==> src/rtl/uc_multiciclo.sv <==
`default_nettype none
// +--------------------------------------------------------------------+
// | Module      : uc_multiciclo                                        |
// | Description : Multi-cycle control unit. Sequences FETCH, DECODE    |
// |               and EXEC per instruction, handshakes with a          |
// |               variable-latency instruction memory, drives the      |
// |               datapath strobes, counts retired instructions and    |
// |               halts on an illegal opcode or a fetch timeout.       |
// | Revision    : 1.0 - initial release                                |
// +--------------------------------------------------------------------+
module uc_multiciclo #(
  parameter int TIMEOUT_CYCLES = 8,
  parameter int TIMEOUT_W      = 4,
  parameter int CNT_W          = 16
) (
  input  logic             clk,
  input  logic             reset,
  input  logic             run,
  input  logic             imem_ready,
  input  logic [5:0]       opcode,
  input  logic             z,
  output logic             imem_req,
  output logic             ir_load,
  output logic             pc_we,
  output logic             s_inc,
  output logic             s_inm,
  output logic             we3,
  output logic             wez,
  output logic [2:0]       op_alu,
  output logic [1:0]       state,
  output logic             halted,
  output logic             fault_illegal,
  output logic             fault_timeout,
  output logic [CNT_W-1:0] retired
);

  typedef enum logic [1:0] {
    S_FETCH  = 2'b00,
    S_DECODE = 2'b01,
    S_EXEC   = 2'b10,
    S_HALT   = 2'b11
  } state_t;

  // A zero TIMEOUT_CYCLES disables the timeout; the compare value is then unused.
  localparam bit                 c_timeout_en = (TIMEOUT_CYCLES != 0);
  localparam logic [TIMEOUT_W-1:0] c_wait_last =
    TIMEOUT_W'((TIMEOUT_CYCLES > 0) ? (TIMEOUT_CYCLES - 1) : 0);

  state_t               r_state;
  state_t               w_state_next;
  logic [TIMEOUT_W-1:0] r_wait;
  logic                 r_fault_illegal;
  logic                 r_fault_timeout;
  logic [CNT_W-1:0]     r_retired;

  logic w_wait_inc, w_wait_clr, w_set_timeout, w_set_illegal, w_retire;
  logic w_imem_req, w_ir_load, w_pc_we, w_s_inc, w_s_inm, w_we3, w_wez;
  logic [2:0] w_op_alu;

  // Opcode classes
  logic w_is_alu, w_is_li, w_is_j, w_is_jz, w_is_jnz, w_legal;
  assign w_is_alu = opcode[5];
  assign w_is_li  = (opcode[5:2] == 4'b0000);
  assign w_is_j   = (opcode == 6'b000100);
  assign w_is_jz  = (opcode == 6'b000101);
  assign w_is_jnz = (opcode == 6'b000110);
  assign w_legal  = w_is_alu | w_is_li | w_is_j | w_is_jz | w_is_jnz;

  // State register
  always_ff @(posedge clk) begin
    if (reset) r_state <= S_FETCH;
    else       r_state <= w_state_next;
  end

  // Next-state selection and raw (ungated) strobes
  always_comb begin
    w_state_next  = r_state;
    w_wait_inc    = 1'b0;
    w_wait_clr    = 1'b0;
    w_set_timeout = 1'b0;
    w_set_illegal = 1'b0;
    w_retire      = 1'b0;
    w_imem_req    = 1'b0;
    w_ir_load     = 1'b0;
    w_pc_we       = 1'b0;
    w_s_inc       = 1'b0;
    w_s_inm       = 1'b0;
    w_we3         = 1'b0;
    w_wez         = 1'b0;
    w_op_alu      = 3'b000;
    case (r_state)
      S_FETCH: begin
        w_imem_req = run;
        if (run) begin
          if (imem_ready) begin
            w_ir_load    = 1'b1;
            w_wait_clr   = 1'b1;
            w_state_next = S_DECODE;
          end else if (c_timeout_en && (r_wait == c_wait_last)) begin
            w_set_timeout = 1'b1;
            w_state_next  = S_HALT;
          end else begin
            w_wait_inc = 1'b1;
          end
        end
      end
      S_DECODE: begin
        if (w_legal) begin
          w_state_next = S_EXEC;
        end else begin
          w_set_illegal = 1'b1;
          w_state_next  = S_HALT;
        end
      end
      S_EXEC: begin
        w_pc_we      = 1'b1;
        w_retire     = 1'b1;
        w_state_next = S_FETCH;
        if (w_is_alu) begin
          w_op_alu = opcode[4:2];
          w_we3    = 1'b1;
          w_wez    = 1'b1;
          w_s_inc  = 1'b1;
        end else if (w_is_li) begin
          w_s_inm = 1'b1;
          w_we3   = 1'b1;
          w_s_inc = 1'b1;
        end else if (w_is_jz) begin
          w_s_inc = ~z;
        end else if (w_is_jnz) begin
          w_s_inc = z;
        end
      end
      default: begin
        w_state_next = S_HALT;
      end
    endcase
  end

  // Wait counter, sticky faults and retired-instruction counter
  always_ff @(posedge clk) begin
    if (reset) begin
      r_wait          <= '0;
      r_fault_illegal <= 1'b0;
      r_fault_timeout <= 1'b0;
      r_retired       <= '0;
    end else begin
      if (w_wait_clr)      r_wait <= '0;
      else if (w_wait_inc) r_wait <= r_wait + TIMEOUT_W'(1);
      if (w_set_illegal) r_fault_illegal <= 1'b1;
      if (w_set_timeout) r_fault_timeout <= 1'b1;
      if (w_retire)      r_retired <= r_retired + CNT_W'(1);
    end
  end

  // Reset masks every strobe so nothing is written while it is held
  assign imem_req      = w_imem_req & ~reset;
  assign ir_load       = w_ir_load  & ~reset;
  assign pc_we         = w_pc_we    & ~reset;
  assign s_inc         = w_s_inc    & ~reset;
  assign s_inm         = w_s_inm    & ~reset;
  assign we3           = w_we3      & ~reset;
  assign wez           = w_wez      & ~reset;
  assign op_alu        = reset ? 3'b000 : w_op_alu;
  assign state         = r_state;
  assign halted        = (r_state == S_HALT);
  assign fault_illegal = r_fault_illegal;
  assign fault_timeout = r_fault_timeout;
  assign retired       = r_retired;

endmodule
`default_nettype wire
==> config.mk <==
export PLATFORM = sky130hd
export DESIGN_NAME = uc_multiciclo
export DESIGN_NICKNAME = d
export VERILOG_FILES = /design/src/rtl/uc_multiciclo.sv
export SDC_FILE = /design/constraint.sdc
export NUM_CORES = 1
export LEC_CHECK = 0
export ABC_CLOCK_PERIOD_IN_PS = 1800
export BUFFER_PORTS_ARGS = -buffer_cell sky130_fd_sc_hd__clkbuf_2
export CORE_AREA = 2 2 56 58
export DETAILED_ROUTE_END_ITERATION = 10
export DIE_AREA = 0 0 58 60
export HOLD_SLACK_MARGIN = 0.12
export PLACE_DENSITY = 0.72
export SLEW_MARGIN = 40
export SYNTH_ARGS = -nofsm -noshare
export SYNTH_HDL_FRONTEND = slang
export SYNTH_SLANG_ARGS = --single-unit
==> constraint.sdc <==
create_clock -name clk -period 1.8 [get_ports clk]
set_input_delay 0.36 -clock clk [delete_from_list [all_inputs] [get_ports clk]]
set_output_delay 0.36 -clock clk [all_outputs]
set_load 0.005 [all_outputs]
==> summary.txt <==
Port Buffers -> 41
initial DRC count -> 16
setup TNS -> 0 ps
Synth Cell Area -> 0.001207 mm^2
die area -> 0.003480 mm^2
Synth Net Count -> 158
global-route wire length before repair -> 5030 um
crit share post-route -> 99.22%
post-synthesis cell count -> 145
Num CTS Buffers -> 3
routed len/inst -> 12.55 um
Crit. End Element -> output port
fin cells -> 234
Hold Fails Final Rpt -> 0
MaxCap Viol Count -> 0
CP Launch Point -> state[1]
pre-CTS setup slack -> 16.39 ps
Max clock buf depth -> 2
Power per Cell Area -> 523.9 mW/mm^2
Via-to-Cell Ratio -> 5.252
CP endpoint -> ir_load
die boundary height -> 60 um
post-layout min period -> 1786 ps
Die X -> 58 um
Final setup viols -> 0
initial antenna violation count -> 0
arrival time at the worst endpoint -> 1430 ps
share of layout cells above drive strength 1 -> 41.29%
Top Usage Layer GRT -> met2
Layout fillers -> 257
Least-Margin Pin Slew -> 353.3 ps
Row Count -> 20
Final Core Density -> 57.16%
min-delay worst type -> primary input to register
DR vias -> 1229
most frequent cells in the layout -> clkbuf_2, nor2_1, dfxtp_1, buf_4, nand2_1
Synth async-reset ratio -> 0%
dominant cells by area after synthesis -> dfxtp_1, nor2_1, xnor2_1
GR Util met2 -> 35.06%
GR Util met1 -> 20.95%
Ports -> 42
R2R cell count -> 4
CTS sink cnt -> 24
Synth warnings -> 0
CORE AREA -> 0.002903 mm^2
DRC viols -> 0
Final Power -> 0.8693 mW
#FFs+latches synth -> 24
Worst Setup Slack, final -> 14.08 ps
fmax -> 0.5599 GHz
CTS tree -> yes
r2r setup slk -> 60 ps
placed cell count -> 226
hold_buf cts -> 0
number of synthesized flops with an enable pin -> 0
grt total ovfl -> 0
GPL Wtd Cong -> 0.7913
Worst-Skew Late Latency -> 300 ps
crit-path max FO -> 4
Slew HR -> 76.23%
vias in the first global route -> 1180
Final Skew -> 0.7382 ps
RSZ-0062 raised after global routing -> yes
worst reg2reg startpoint -> retired[5]
Area Growth Syn to Fin -> 37.41%
Slew Limit Fails -> 0
DRT Wirelength -> 2936 um
root buf cell -> clkbuf_4
Primary FF master, synth -> dfxtp_1
most common cell after layout, fill and taps aside -> clkbuf_2
WP data required -> 1440 ps
Peak VDD IR -> 294.2 uV
dominant cell type by area after synthesis -> dfxtp_1
nets -> 216
status -> complete, no violations
antenna cells -> 0
Initial Util -> 41.59%
grt met3 use -> 2.381%
Post-DP HPWL -> 2296 um
Seq/Total Area, Yosys -> 39.79%
First-pass DRT Iterations -> 4
overall global routing resource usage -> 18.53%
P_leak -> 0.7044 nW
Cell variety after synth -> 37
CP startpoint kind -> register
pin count of the biggest net entering global routing -> 16
Avg Inst Size Synth -> 8.327 um^2
worst flop-to-flop path endpoint -> retired[13]
top-area cell type share of the netlist area -> 39.79%
crit path kind -> register to output port
post-route ant nets -> 0
CTS clk-pin slew, worst paths -> 120 ps
htree depth -> 1
[area by class of cell]
type	instances	area, um^2	area share [%]
clock buffers	3	22.52	1.357
inverters	4	15.01	0.9050
multi-input cells	111	729.5	43.97
flip-flops and latches	24	496.7	29.94
well taps	33	41.29	2.489
repair buffers	59	354.1	21.34
[metrics by stage]
step | cell area (um^2) | hold WS [ps]
2_1_floorplan | 1211 | 460.5
3_3_place_gp | 1533 | 457.6
3_5_place_dp | 1533 | 468.0
4_1_cts | 1598 | 422.7
5_1_grt | 1659 | 430.5
6_report | 1659 | 445.9
[metal layers]
metal,part of all wire [%],vias to the layer above,routed length [um]
li1,-,628,-
met1,42,560,1247
met2,51,37,1512
met3,4.5,4,131
met4,1.5,0,45
met5,0,-,0
[registers in the layout, indices dropped and copies added, names as in the netlist]
name / count
fault_illegal: 1
fault_timeout: 1
r_wait: 4
retired: 16
state: 2
[synth_stat cells, types with 3 or more instances]
cell	instances
a21oi_1	7
a31oi_1	3
and3_1	3
clkbuf_1	5
dfxtp_1	24
inv_1	4
nand2_1	9
nand3b_1	3
nor2_1	25
nor3_1	9
nor4_1	3
o21ai_0	5
xnor2_1	8
xor2_1	4
[critical path, cell delays in order, from the launching register on]
cell and delay (ps):
dfxtp_4 380, or3b_4 420, nor2_4 100, and2_4 140, buf_6 80
[cells by family after synthesis]
| logic type | share of synthesized area [%] |
|---|---|
| muxes | 1.658 |
| adders and majority gates | 2.072 |
| xor gates and xnor gates | 8.705 |
| and+or+nand+nor | 33.57 |
| AOI/OAI and AO/OA | 11.09 |
| buffers and inverters | 3.108 |
| DFF | 39.79 |
[worst min path at each step]
stage	startpoint	to	slack, ps	depth (start not counted)
floorplan	fault_illegal	fault_illegal	460	2
global placement	fault_timeout	fault_timeout	460	2
detailed placement	fault_illegal	fault_illegal	470	2
CTS	imem_ready	r_wait[2]	420	4
global route	imem_ready	r_wait[2]	430	4
finish	imem_ready	r_wait[2]	450	4
[timing repair]
action,CTS,global route
pin swaps,0,7
cloned,0,0
setup endpoints to repair,10,9
resized for setup,8,14
setup buffers,3,2
[power breakdown]
part | leakage [nW] | internal [mW] | switching (mW)
combinational | 0.492 | 0.0483 | 0.0531
sequential | 0.198 | 0.534 | 0.00619
clock | 0.0138 | 0.0780 | 0.150
total | 0.704 | 0.660 | 0.209
(Power assumes the default switching activity.)
